File: src/rtl/snowbro2_snd_pkg.sv
`default_nettype none
// +--------------------------------------------------------------------+
// | snowbro2_snd_pkg : FSM encodings and byte-lane helpers, PCM fetch  |
// | Rev 1.0                                                            |
// +--------------------------------------------------------------------+
package snowbro2_snd_pkg;

   localparam logic [1:0] ST_IDLE = 2'd0;
   localparam logic [1:0] ST_REQ  = 2'd1;
   localparam logic [1:0] ST_FILL = 2'd2;
   localparam logic [1:0] ST_PREF = 2'd3;

   localparam int PCM_BANK_BIT = 18;

   localparam logic LANE_LO = 1'b0;
   localparam logic LANE_HI = 1'b1;

   // Even byte addresses live in the low half of the SDRAM word.
   function automatic logic [7:0] pcm_lane(input logic [15:0] word, input logic lane);
      return (lane == LANE_LO) ? word[7:0] : word[15:8];
   endfunction

endpackage
`default_nettype wire

File: src/rtl/snowbro2_pcm_tagram.sv
`default_nettype none
// +--------------------------------------------------------------------+
// | snowbro2_pcm_tagram : LINES x {valid, tag, word} line store        |
// | Second lookup port present with PCM_FETCH_PREFETCH_EN. Rev 1.0     |
// +--------------------------------------------------------------------+
module snowbro2_pcm_tagram #(
   parameter int LINES = 8,
   parameter int TW    = 15
) (
   input  logic                     clk_i,
   input  logic                     rst_ni,
   input  logic                     clr_i,
   input  logic                     we_i,
   input  logic [$clog2(LINES)-1:0] widx_i,
   input  logic [TW-1:0]            wtag_i,
   input  logic [15:0]              wdata_i,
   input  logic [$clog2(LINES)-1:0] ridx_i,
   output logic                     rvalid_o,
   output logic [TW-1:0]            rtag_o,
   output logic [15:0]              rdata_o
`ifdef PCM_FETCH_PREFETCH_EN
   ,
   input  logic [$clog2(LINES)-1:0] pidx_i,
   output logic                     pvalid_o,
   output logic [TW-1:0]            ptag_o
`endif
);

   logic [LINES-1:0] valid_q;
   logic [TW-1:0]    tag_q  [LINES];
   logic [15:0]      data_q [LINES];

   // Clear-all outranks a same-cycle write so a bank change never leaves a live line.
   always_ff @(posedge clk_i or negedge rst_ni) begin
      if (!rst_ni) begin
         valid_q <= '0;
      end else if (clr_i) begin
         valid_q <= '0;
      end else if (we_i) begin
         valid_q[widx_i] <= 1'b1;
      end
   end

   always_ff @(posedge clk_i) begin
      if (we_i && !clr_i) begin
         tag_q[widx_i]  <= wtag_i;
         data_q[widx_i] <= wdata_i;
      end
   end

   assign rvalid_o = valid_q[ridx_i];
   assign rtag_o   = tag_q[ridx_i];
   assign rdata_o  = data_q[ridx_i];

`ifdef PCM_FETCH_PREFETCH_EN
   assign pvalid_o = valid_q[pidx_i];
   assign ptag_o   = tag_q[pidx_i];
`endif

endmodule
`default_nettype wire

File: src/rtl/snowbro2_pcm_fetch.sv
`default_nettype none
// +--------------------------------------------------------------------+
// | snowbro2_pcm_fetch : jt6295 byte port -> 16-bit SDRAM line buffer  |
// | Optional next-line prefetch: PCM_FETCH_PREFETCH_EN. Rev 1.0        |
// +--------------------------------------------------------------------+
module snowbro2_pcm_fetch
   import snowbro2_snd_pkg::*;
#(
   parameter int LINES = 8,
   parameter int AW    = 19
) (
   input  logic          CLK96,
   input  logic          RESET96_N,
   input  logic [17:0]   OKI_ADDR,
   input  logic          OKI_BANK,
   output logic [7:0]    OKI_DATA,
   output logic          OKI_OK,
   output logic          ROM_CS,
   output logic [AW-1:0] ROM_ADDR,
   input  logic [15:0]   ROM_DATA,
   input  logic          ROM_OK
);

   localparam int IW = $clog2(LINES);
   localparam int TW = 18 - IW;

   logic [1:0]    state_q, state_d;
   logic [17:0]   line_q, line_d;     // {bank, word address}
   logic          first_q, first_d;
   logic          kill_q, kill_d;
   logic [15:0]   data_q, data_d;
   logic          bank_q;
   logic          clr_q;

   logic [17:0]   dem_line;
   logic          rd_valid;
   logic [TW-1:0] rd_tag;
   logic [15:0]   rd_data;
   logic          hit;
   logic          flip;
   logic          we;

   assign dem_line = {OKI_BANK, OKI_ADDR[17:1]};
   assign hit      = rd_valid && (rd_tag == dem_line[17:IW]);
   assign flip     = OKI_BANK ^ bank_q;

`ifdef PCM_FETCH_PREFETCH_EN
   logic          pref_q, pref_d;
   logic [17:0]   pref_line;
   logic          p_valid;
   logic [TW-1:0] p_tag;
   logic          pref_hit;

   // Next line stays in the same bank and wraps within it.
   assign pref_line = {line_q[17], line_q[16:0] + 17'd1};
   assign pref_hit  = p_valid && (p_tag == pref_line[17:IW]);
`endif

   snowbro2_pcm_tagram #(
      .LINES (LINES),
      .TW    (TW)
   ) u_tagram (
      .clk_i    (CLK96),
      .rst_ni   (RESET96_N),
      .clr_i    (clr_q),
      .we_i     (we),
      .widx_i   (line_q[IW-1:0]),
      .wtag_i   (line_q[17:IW]),
      .wdata_i  (data_q),
      .ridx_i   (dem_line[IW-1:0]),
      .rvalid_o (rd_valid),
      .rtag_o   (rd_tag),
      .rdata_o  (rd_data)
`ifdef PCM_FETCH_PREFETCH_EN
      ,
      .pidx_i   (pref_line[IW-1:0]),
      .pvalid_o (p_valid),
      .ptag_o   (p_tag)
`endif
   );

   always_comb begin
      state_d = state_q;
      line_d  = line_q;
      first_d = 1'b0;
      kill_d  = kill_q;
      data_d  = data_q;
      we      = 1'b0;
`ifdef PCM_FETCH_PREFETCH_EN
      pref_d  = pref_q;
`endif
      case (state_q)
         ST_IDLE: begin
            if (!hit) begin
               state_d = ST_REQ;
               line_d  = dem_line;
               first_d = 1'b1;
`ifdef PCM_FETCH_PREFETCH_EN
               pref_d  = 1'b0;
`endif
            end
         end
         ST_REQ: begin
            // A bank change lets the bus cycle finish but discards its data.
            if (flip) kill_d = 1'b1;
            if (!first_q && ROM_OK) begin
               state_d = ST_FILL;
               data_d  = ROM_DATA;
            end
         end
         ST_FILL: begin
            we      = !kill_q && !flip;
            kill_d  = 1'b0;
            state_d = ST_IDLE;
`ifdef PCM_FETCH_PREFETCH_EN
            if (we && !pref_q) state_d = ST_PREF;
`endif
         end
`ifdef PCM_FETCH_PREFETCH_EN
         ST_PREF: begin
            if (flip || clr_q) begin
               state_d = ST_IDLE;
            end else if (!hit) begin
               state_d = ST_REQ;
               line_d  = dem_line;
               first_d = 1'b1;
               pref_d  = 1'b0;
            end else if (!pref_hit) begin
               state_d = ST_REQ;
               line_d  = pref_line;
               first_d = 1'b1;
               pref_d  = 1'b1;
            end else begin
               state_d = ST_IDLE;
            end
         end
`endif
         default: state_d = ST_IDLE;
      endcase
   end

   always_ff @(posedge CLK96 or negedge RESET96_N) begin
      if (!RESET96_N) begin
         state_q <= ST_IDLE;
         line_q  <= '0;
         first_q <= 1'b0;
         kill_q  <= 1'b0;
         data_q  <= '0;
         bank_q  <= 1'b0;
         clr_q   <= 1'b0;
      end else begin
         state_q <= state_d;
         line_q  <= line_d;
         first_q <= first_d;
         kill_q  <= kill_d;
         data_q  <= data_d;
         bank_q  <= OKI_BANK;
         clr_q   <= flip;
      end
   end

`ifdef PCM_FETCH_PREFETCH_EN
   always_ff @(posedge CLK96 or negedge RESET96_N) begin
      if (!RESET96_N) begin
         pref_q <= 1'b0;
      end else begin
         pref_q <= pref_d;
      end
   end
`endif

   assign ROM_CS   = (state_q == ST_REQ);
   assign OKI_OK   = hit;
   assign OKI_DATA = hit ? pcm_lane(rd_data, OKI_ADDR[0]) : 8'h00;

   always_comb begin
      ROM_ADDR               = '0;
      ROM_ADDR[PCM_BANK_BIT] = line_q[17];
      ROM_ADDR[16:0]         = line_q[16:0];
   end

endmodule
`default_nettype wire

File: config.mk
export PLATFORM = sky130hd
export DESIGN_NAME = snowbro2_pcm_fetch
export DESIGN_NICKNAME = d
export VERILOG_FILES = /design/src/rtl/snowbro2_snd_pkg.sv /design/src/rtl/snowbro2_pcm_tagram.sv /design/src/rtl/snowbro2_pcm_fetch.sv
export SDC_FILE = /design/constraint.sdc
export NUM_CORES = 1
export LEC_CHECK = 0
export CAP_MARGIN = 30
export CORE_ASPECT_RATIO = 1.5
export CORE_MARGIN = 1.5
export CORE_UTILIZATION = 32
export CTS_CLUSTER_SIZE = 30
export DETAILED_ROUTE_END_ITERATION = 10
export PLACE_DENSITY_LB_ADDON = 0.1
export RECOVER_POWER = 25
export SETUP_SLACK_MARGIN = 0.3
export SYNTH_ARGS = -nofsm -noshare
export SYNTH_HDL_FRONTEND = slang
export SYNTH_HIERARCHICAL = 1
export SYNTH_SLANG_ARGS = --single-unit
File: constraint.sdc
create_clock -name CLK96 -period 3.5 [get_ports CLK96]
set_input_delay 0.35 -clock CLK96 [delete_from_list [all_inputs] [get_ports CLK96]]
set_output_delay 0.35 -clock CLK96 [all_outputs]
set_load 0.005 [all_outputs]
==> results of run 1 <==
[worst reg2reg max path, cell delays in order (launching register included)]
cell	delay, ns
edfxtp_1	0.37
mux4_2	0.47
mux2_4	0.28
xnor2_2	0.12
buf_4	0.12
nand4_1	0.16
or4_4	0.60
buf_12	0.16
buf_6	0.15
nand2_8	0.14
mux2_4	0.34
[logic make-up after synthesis]
logic type	Yosys count
xor+xnor	16
compound gates	11
flops	296
simple gates	34
buf+inv	38
mux	138
other cells	1
[through the flow]
step | std cells | hold WS [ns] | power, mW | area, um2
final | 1156 | 0.395 | 9.82 | 14600
after global routing | 1156 | 0.377 | 10.2 | 14600
after CTS | 1154 | 0.369 | 9.95 | 14600
after detailed placement | 1092 | 0.507 | 6.24 | 13300
after global placement | 1092 | 0.484 | 6.18 | 13300
after floorplan | 534 | 0.0544 | 5.60 | 11800
[state kept, by name, indices dropped and copies added (netlist names)]
register,cells
data_q,16
u_tagram/valid_q,8
bank_q,1
u_tagram/data_q,128
kill_q,1
u_tagram/tag_q,120
state_q,2
first_q,1
line_q,18
clr_q,1
[per-layer routing]
| layer | part of all wire | track usage | up-vias |
|---|---|---|---|
| li1 | - | - | 2444 |
| met1 | 0.42 | 0.176 | 2953 |
| met5 | 0 | 0 | - |
| met3 | 0.032 | 0.0176 | 37 |
| met4 | 0.020 | 0.0412 | 0 |
| met2 | 0.53 | 0.265 | 98 |
[layout make-up]
cell class / instances / area share
sequential: 296 / 0.593
multi-input combinational: 201 / 0.209
timing repair buffer: 112 / 0.0759
clock buffer: 35 / 0.0549
tap: 478 / 0.0410
clock inverter: 23 / 0.0237
inverter: 11 / 0.00283
[layout by cell type, fill, tap and decap left out, drive strengths merged, types with 8 or more instances in the layout]
cell           netlist  final
mux4                64     64
mux2i                8      8
nor2                17     17
edfxtp             248    248
o22ai                8      8
mux2                66     66
clkdlybuf4s50        0     51
xnor2               15     15
bufinv               0      9
inv                 11     13
buf                 22     56
dfrtp               48     48
clkinv               0     11
clkbuf               5     38
[worst paths after layout]
kind	from	endpoint	slack [ns]	depth (start not counted)
hold reg to reg	bank_q	clr_q	0.51	1
setup reg to reg	u_tagram/tag_q[7][5]	line_q[6]	0.47	10
max in group asynchronous	RESET96_N	line_q[0]	1.21	3
hold / removal	ROM_DATA[7]	data_q[7]	0.40	2
min in group asynchronous	RESET96_N	data_q[10]	0.79	3
setup / recovery	u_tagram/tag_q[7][5]	OKI_DATA[2]	-0.06	10
[power groups by stage]
| stage | Combinational, mW | Clock [mW] | Sequential (mW) |
|---|---|---|---|
| floorplan | 0.713 | 0 | 4.89 |
| global placement | 1.13 | 0 | 5.05 |
| detailed placement | 1.14 | 0 | 5.10 |
| CTS | 1.15 | 3.76 | 5.03 |
| global route | 1.23 | 3.89 | 5.11 |
| finish | 1.14 | 3.67 | 5.01 |
[what timing repair did]
item	in CTS	in global routing
hold buffers	1	0
setup buffers	3	0
hold endpoints to repair	30	0
pin swaps	10	2
gates resized for setup	58	4
setup endpoints to repair	9	26
cloned	0	1
==> summary by stage, run 1 <==
Final layout
Fill cells in the final layout number 3220. For this run, the share of the core covered by cells in the final layout is 0.405. The repair_antennas step left the layout with diodes totalling 0. The fraction of final layout cells sized beyond drive strength 1 is 0.327. The net count of the finished layout is 691. Across the whole layout, storage elements account for 8650 um2. Summing all multi-input logic gate instances after layout gives 3050 um2. The growth of design area from synthesis to finish is 23.8%.

Routing
The vias per cell is 4.79. The detail route stage leaves a number of antenna-violating nets equal to 0. After detailed routing, the total wire length is 26800 um.

For this block, the initial DRC count from the detailed router was 274. The total via count after detailed routing is 5532. The total iterations of the first detailed-routing run is 4. The average wire per standard cell is 23.1 um. For this run, design rule violations remaining after detail routing come to 0.

Worst setup path
The slowest library cell on the worst path is or4_4. STA classifies the critical path endpoint as an output port. Of all nets on the critical path, the largest fanout is 7. The most frequent cell on the critical path is buf_12. The type of origin of the critical path is a register. The gate family responsible for the most delay along the worst path is simple AND/OR/NAND/NOR gates.

The longest individual stage delay on the worst path is 0.60 ns. Traced cell by cell, the critical path runs through mux4_2 > mux2_4 > xnor2_2 > buf_4 > nand4_1 > or4_4 > buf_12 > buf_12 > nor2_4 > buf_2. The arrival time of data at the critical path endpoint is 3.21 ns. The data required time of the critical path is 3.15 ns.

The critical path in this run is classified as reg -> out. The critical path contains buffers and inverters numbering 4 combined.

Global routing
For this run the aggregate overflow at the end of global routing stands at 0. The via count of the first global-routing pass is 6115. The pin count of the biggest net entering global routing is 32. For this run, the total global-route usage over all layers was measured as 0.144. The initial antenna violation count is 0. The global-route wire length before repair is 40000 um.

Die
In this run the core area contains 85 standard-cell rows. The number of ports placed on the die boundary is 67. The vertical die dimension is 238 um.

The floorplan step defined a die boundary enclosing 38000 um2. The core region is 36100 um2. The initial utilization of the core area, before any placement, comes to 0.327. The horizontal die dimension is 160 um.

Synth
edfxtp_1 takes more of the synthesized area than any other cell. The share of the synthesized area in compound gates (AO/OA/AOI/OAI) is 0.00552. The fraction of the mapped netlist area in adder cells is 0. After synthesis, the largest family of logic cells by area is multiplexers. Synthesis produced a netlist whose cell count is 534. The most instantiated library cell after synthesis is edfxtp_1. Ranked by instance count, the synthesized netlist is headed by edfxtp_1, dfrtp_1, mux2_2. The Yosys step of the flow raised 6 warnings. The synthesized netlist occupies a cell area of 11800 um2. Yosys attributes the largest share of cell area to edfxtp_1, dfrtp_1, mux4_1.

Averaged over all synthesized cells, the footprint is 22.1 um2. The fraction of synthesized cell area taken by the top area cell type is 0.632. Of the synthesized area, sequential elements account for 0.734. In this run, synthesis produced a sequential element count of 296. The post-synthesis xor/xnor area fraction is 0.0119. The number of distinct library cell variants in the gate-level netlist after synthesis is 33. Of all flip-flops after synthesis, the portion carrying an async set or reset was 0.162. The prevailing post-synth register cell is edfxtp_1. Of the total synthesized cell area, the portion taken by AND, OR, NAND and NOR gates is 0.0164. The number of nets in the synthesized netlist is 572.

In this run, synthesis inferred 248 flip-flops with an integrated enable. The portion of synthesized area spent on multiplexers is 0.211.

STA
At the pin with the least slew margin, the transition time is 2.01 ns. The final count of hold timing violations is 0. On the final layout, the worst clock skew is 0.00937 ns. Once routing completed, OpenROAD measured the worst setup slack at -0.0557 ns. Headroom to the max-slew limit came out at -0.337. The minimum clock period is 3.56 ns. In the final timing run, aggregate negative setup slack is -0.380 ns.

The total of endpoints with negative setup slack in the final report is 8. Setup repair after global routing could not meet its margin everywhere. Based on the critical path, the design can be clocked at up to 281 MHz. The max-slew violation count came to 31. The final worst-path cycle share is 1.02.

Clocking
The CTS H-tree depth is 1. The CTS tree is yes. The number of clock buffers added by TritonCTS is 31.

The clock sink total is 296. Counting along the longest clock path gives a buffer depth of 3. Clock-pin slew was measured on the worst setup and hold paths at 0.06 ns.

The root buffer cell chosen for the clock tree is clkbuf_16. At the later pin of the worst-skew pair, clock insertion delay measures 0.56 ns.

Power
The largest voltage drop on the vdd net is 388 uV. The share of total power in sequential cells is 0.510. The portion of total power attributed to the clock network is 0.373. The internal power of the cells is 7.50 mW. The part of the power in combinational logic is 0.116. Dividing total power by cell area gives a power density of 673 nW/um2. The analysis attributes to cell leakage a power of 5.05 nW. In this run the power spent charging and discharging nets is 2.32 mW. Of the total power, the share spent switching nets is 0.236.

Status
The flow ran to the end, but the final reports show violations. The final reports fail on max-capacitance violations, max-slew violations, negative setup slack.

Place
The number of I/O port buffers is 65. Once detailed placement completed, the half-perimeter wirelength came to 16300 um. The congestion estimate from routability-driven global placement came to 0.691. The pre-CTS setup slack is -0.259 ns.

Job
The number of max-cap violations is 1.

Min path
The tightest min-delay check is of the in -> reg type.
Power figures use the tool's default switching activity.
==> inputs of run 2 (changes only) <==
--- a/config.mk
+++ b/config.mk
@@ -8,7 +8,7 @@
 export CAP_MARGIN = 30
 export CORE_ASPECT_RATIO = 1.5
 export CORE_MARGIN = 1.5
-export CORE_UTILIZATION = 32
+export CORE_UTILIZATION = 40
 export CTS_CLUSTER_SIZE = 30
 export DETAILED_ROUTE_END_ITERATION = 10
 export PLACE_DENSITY_LB_ADDON = 0.1
==> summary by stage, run 2 (synthesis gave the netlist of run 1 again) <==
Routing
The total via count after detailed routing is 5460 (was 5532). The total iterations of the first detailed-routing run came to 4 (unchanged). The detailed-route DRC error count was 0 (unchanged). The initial detailed-routing violation count is 287 (was 274). The final antenna-violating net count is 0 (unchanged).

The vias per cell is 5.18 (was 4.79). The average wire per standard cell is 23.6 um (was 23.1 um). The total wire length after detailed routing is 24900 um (was 26800 um).

Status
Failing checks: max-capacitance violations, max-slew violations (was max-capacitance violations, max-slew violations, negative setup slack). Outcome: complete, but fails checks (unchanged).

Final layout
The fraction of final layout cells sized beyond drive strength 1 is 0.313 (was 0.327). The commonest non-fill, non-tap cell in the layout is edfxtp_1 (unchanged). The register name with the most flops was u_tagram/data_q (unchanged). Leading cell types in the layout, fill and taps excluded: edfxtp_1, clkdlybuf4s50_1, dfrtp_1 (unchanged). The growth of design area from synthesis to finish is 20.4% (was 23.8%). The number of nets in the layout is 679 (was 691). Largest registers in the final layout: u_tagram/data_q (128), u_tagram/tag_q (120), line_q (18) (unchanged). The non-filler instance count after layout was 1054 (was 1156).

The number of flip-flops under the largest register name is 128 (unchanged). The design area is 14200 um2 (was 14600 um2). The number of antenna diodes was 0 (unchanged).

STA
The highest clock frequency the design can meet is 292 MHz (was 281 MHz). The max-slew violation count is 29 (was 31). The aggregate negative setup slack is 0 ns (was -0.380 ns).

The final worst-path cycle share is 0.977 (was 1.02). The minimum clock period was 3.42 ns (was 3.56 ns). The worst clock skew on the final layout is 0.0138 ns (was 0.00937 ns). The worst hold margin is 0.332 ns (was 0.395 ns). The final count of hold timing violations was 0 (unchanged).

Unrepaired setup endpoints after global routing: true (unchanged). The normalized max-slew margin is -0.119 (was -0.337). The slew at the pin closest to its max-slew limit is 1.68 ns (was 2.01 ns). The total of endpoints with negative setup slack in the final report is 0 (was 8).

Worst setup path
The type of element capturing the critical path is an output port (unchanged). Series of cell instances along the critical path: mux4_2 > mux2_4 > xnor2_2 > buf_4 > nand4_1 > or4_4 > buf_12 > buf_8 > nor2_4 > buf_2 (was mux4_2 > mux2_4 > xnor2_2 > buf_4 > nand4_1 > or4_4 > buf_12 > buf_12 > nor2_4 > buf_2). The slowest library cell on the worst path is or4_4 (unchanged). The type of origin of the critical path is a register (unchanged).

The maximum net fanout on the critical path came to 7 (unchanged). The critical path start-end classification is reg -> out (unchanged). The arrival time of data at the critical path endpoint was 3.07 ns (was 3.21 ns).

The longest individual stage delay on the worst path is 0.51 ns (was 0.60 ns). The data required time of the critical path is 3.15 ns (about the same). The buffers plus inverters on the worst setup path is 4 (unchanged). The gate family responsible for the most delay along the worst path was multiplexers (was simple AND/OR/NAND/NOR gates).

Clocking
The clock transition at the registers of the reported paths is 0.06 ns (about the same). The master cell of the clock root buffer is clkbuf_16 (unchanged). The TritonCTS buffer count is 29 (was 31). The CTS tree is yes (unchanged). The clock latency at the later pin of the worst-skew pair is 0.55 ns (was 0.56 ns). The maximum clock insertion buffer count came to 3 (unchanged). The CTS H-tree depth is 1 (unchanged). The clock sink total was 296 (unchanged).

Global routing
The global-route wire length before repair is 37700 um (was 40000 um). The pin count of the biggest net entering global routing was 37 (was 32). The initial antenna violation count is 0 (unchanged). The total routing usage reported by global routing came to 0.171 (was 0.144). The global route total overflow is 0 (unchanged). The via count of the first global-routing pass was 5921 (was 6115).

Die
The vertical die dimension is 213 um (was 238 um). The number of ports placed on the die boundary is 67 (unchanged). The area inside the core boundary is 28800 um2 (was 36100 um2). The die outline area is 30500 um2 (was 38000 um2). The total number of placement rows is 76 (was 85). The starting density of the core is 0.409 (was 0.327).

The horizontal die dimension is 143 um (was 160 um).

Power
The power density over the cells is 635 nW/um2 (was 673 nW/um2). The largest voltage drop on the vdd net is 415 uV (was 388 uV). The total leakage power is 4.88 nW (was 5.05 nW).

Place
The number of I/O port buffers is 65 (unchanged). The final weighted congestion in routability-driven placement is 0.667 (was 0.691). The placed standard-cell area came to 13200 um2 (was 13300 um2). The total half-perimeter wirelength after legalization and detailed placement is 14500 um (was 16300 um). The cell total after placement came to 993 (was 1092).

Min path
The type of the most critical hold path is in -> async (was in -> reg).

Job
The number of max-cap violations is 1 (unchanged).
run 2: cell types whose count changed in the layout (fill, tap and decap cells not counted), moves of 2 or more:
| cell | change |
|---|---|
| clkbuf_1 | +5 |
| buf_8 | +2 |
| bufinv_16 | -8 |
| xnor2_1 | -4 |
| mux2_2 | -2 |
| clkbuf_16 | -2 |
| mux2_4 | +2 |
| mux4_2 | +3 |
| mux4_1 | -3 |
| nor2_4 | -2 |
| xnor2_2 | +4 |
| buf_12 | +2 |
| clkinv_2 | -3 |
| buf_4 | -11 |
run 2: worst paths after layout:
kind                            slack, ns  cells past startpoint             startpoint           to
worst min-delay path                 0.33                      2              RESET96_N    data_q[9]
worst max register to register       0.34                     11  u_tagram/tag_q[5][13]    line_q[3]
max in group asynchronous            1.18                      3              RESET96_N   line_q[15]
min in group CLK96                   0.33                      3            OKI_ADDR[1]    line_q[0]
worst min register to register       0.48                      1                 bank_q        clr_q
worst max-delay path                 0.08                     10  u_tagram/tag_q[5][13]  OKI_DATA[5]
run 2: per-stage QoR:
step | setup WS, ns | total power, mW | util
global route | -0.0571 | 9.42 | 0.492
CTS | -0.0233 | 9.16 | 0.491
floorplan | 0.530 | 5.60 | -
finish | 0.0790 | 9.00 | 0.492
detailed placement | -0.251 | 6.20 | 0.457
global placement | -0.241 | 6.14 | 0.457
run 2: worst reg2reg max path, stage by stage (launching register included):
cell      delay (ns)
edfxtp_1        0.37
mux4_2          0.47
mux2_4          0.30
xnor2_2         0.17
buf_4           0.14
nand4_1         0.09
or4_4           0.51
buf_12          0.17
buf_8           0.13
buf_4           0.15
nand2_8         0.20
mux2_4          0.37
run 2: timing repair:
action / in CTS / in global routing
pin swaps: 8 / 3
endpoints found under the setup margin: 9 / 9
hold buffers: 1 / 0
gates resized for setup: 64 / 7
setup buffers: 4 / 1
endpoints found under the hold margin: 34 / 0
run 2: area by class of cell:
cell class                      instances  area, um2
Timing Repair Buffer                  103       1080
Clock inverter                         14        101
Fill cell                            2398      14600
Multi-Input combinational cell        200       3040
Sequential cell                       296       8650
Inverter                               11       43.8
Clock buffer                           40        787
Tap cell                              390        488
run 2: routing by layer:
metal | global-route usage | part of all wire | up-vias
li1 | - | - | 2415
met1 | 0.217 | 0.41 | 2906
met2 | 0.306 | 0.54 | 106
met3 | 0.0229 | 0.034 | 33
met4 | 0.0459 | 0.017 | 0
met5 | 0 | 0 | -
run 2: report_power, final:
group	switching (mW)	internal (mW)
logic	0.410	0.693
registers	0.494	4.50
clock network	1.27	1.64
total	2.17	6.83
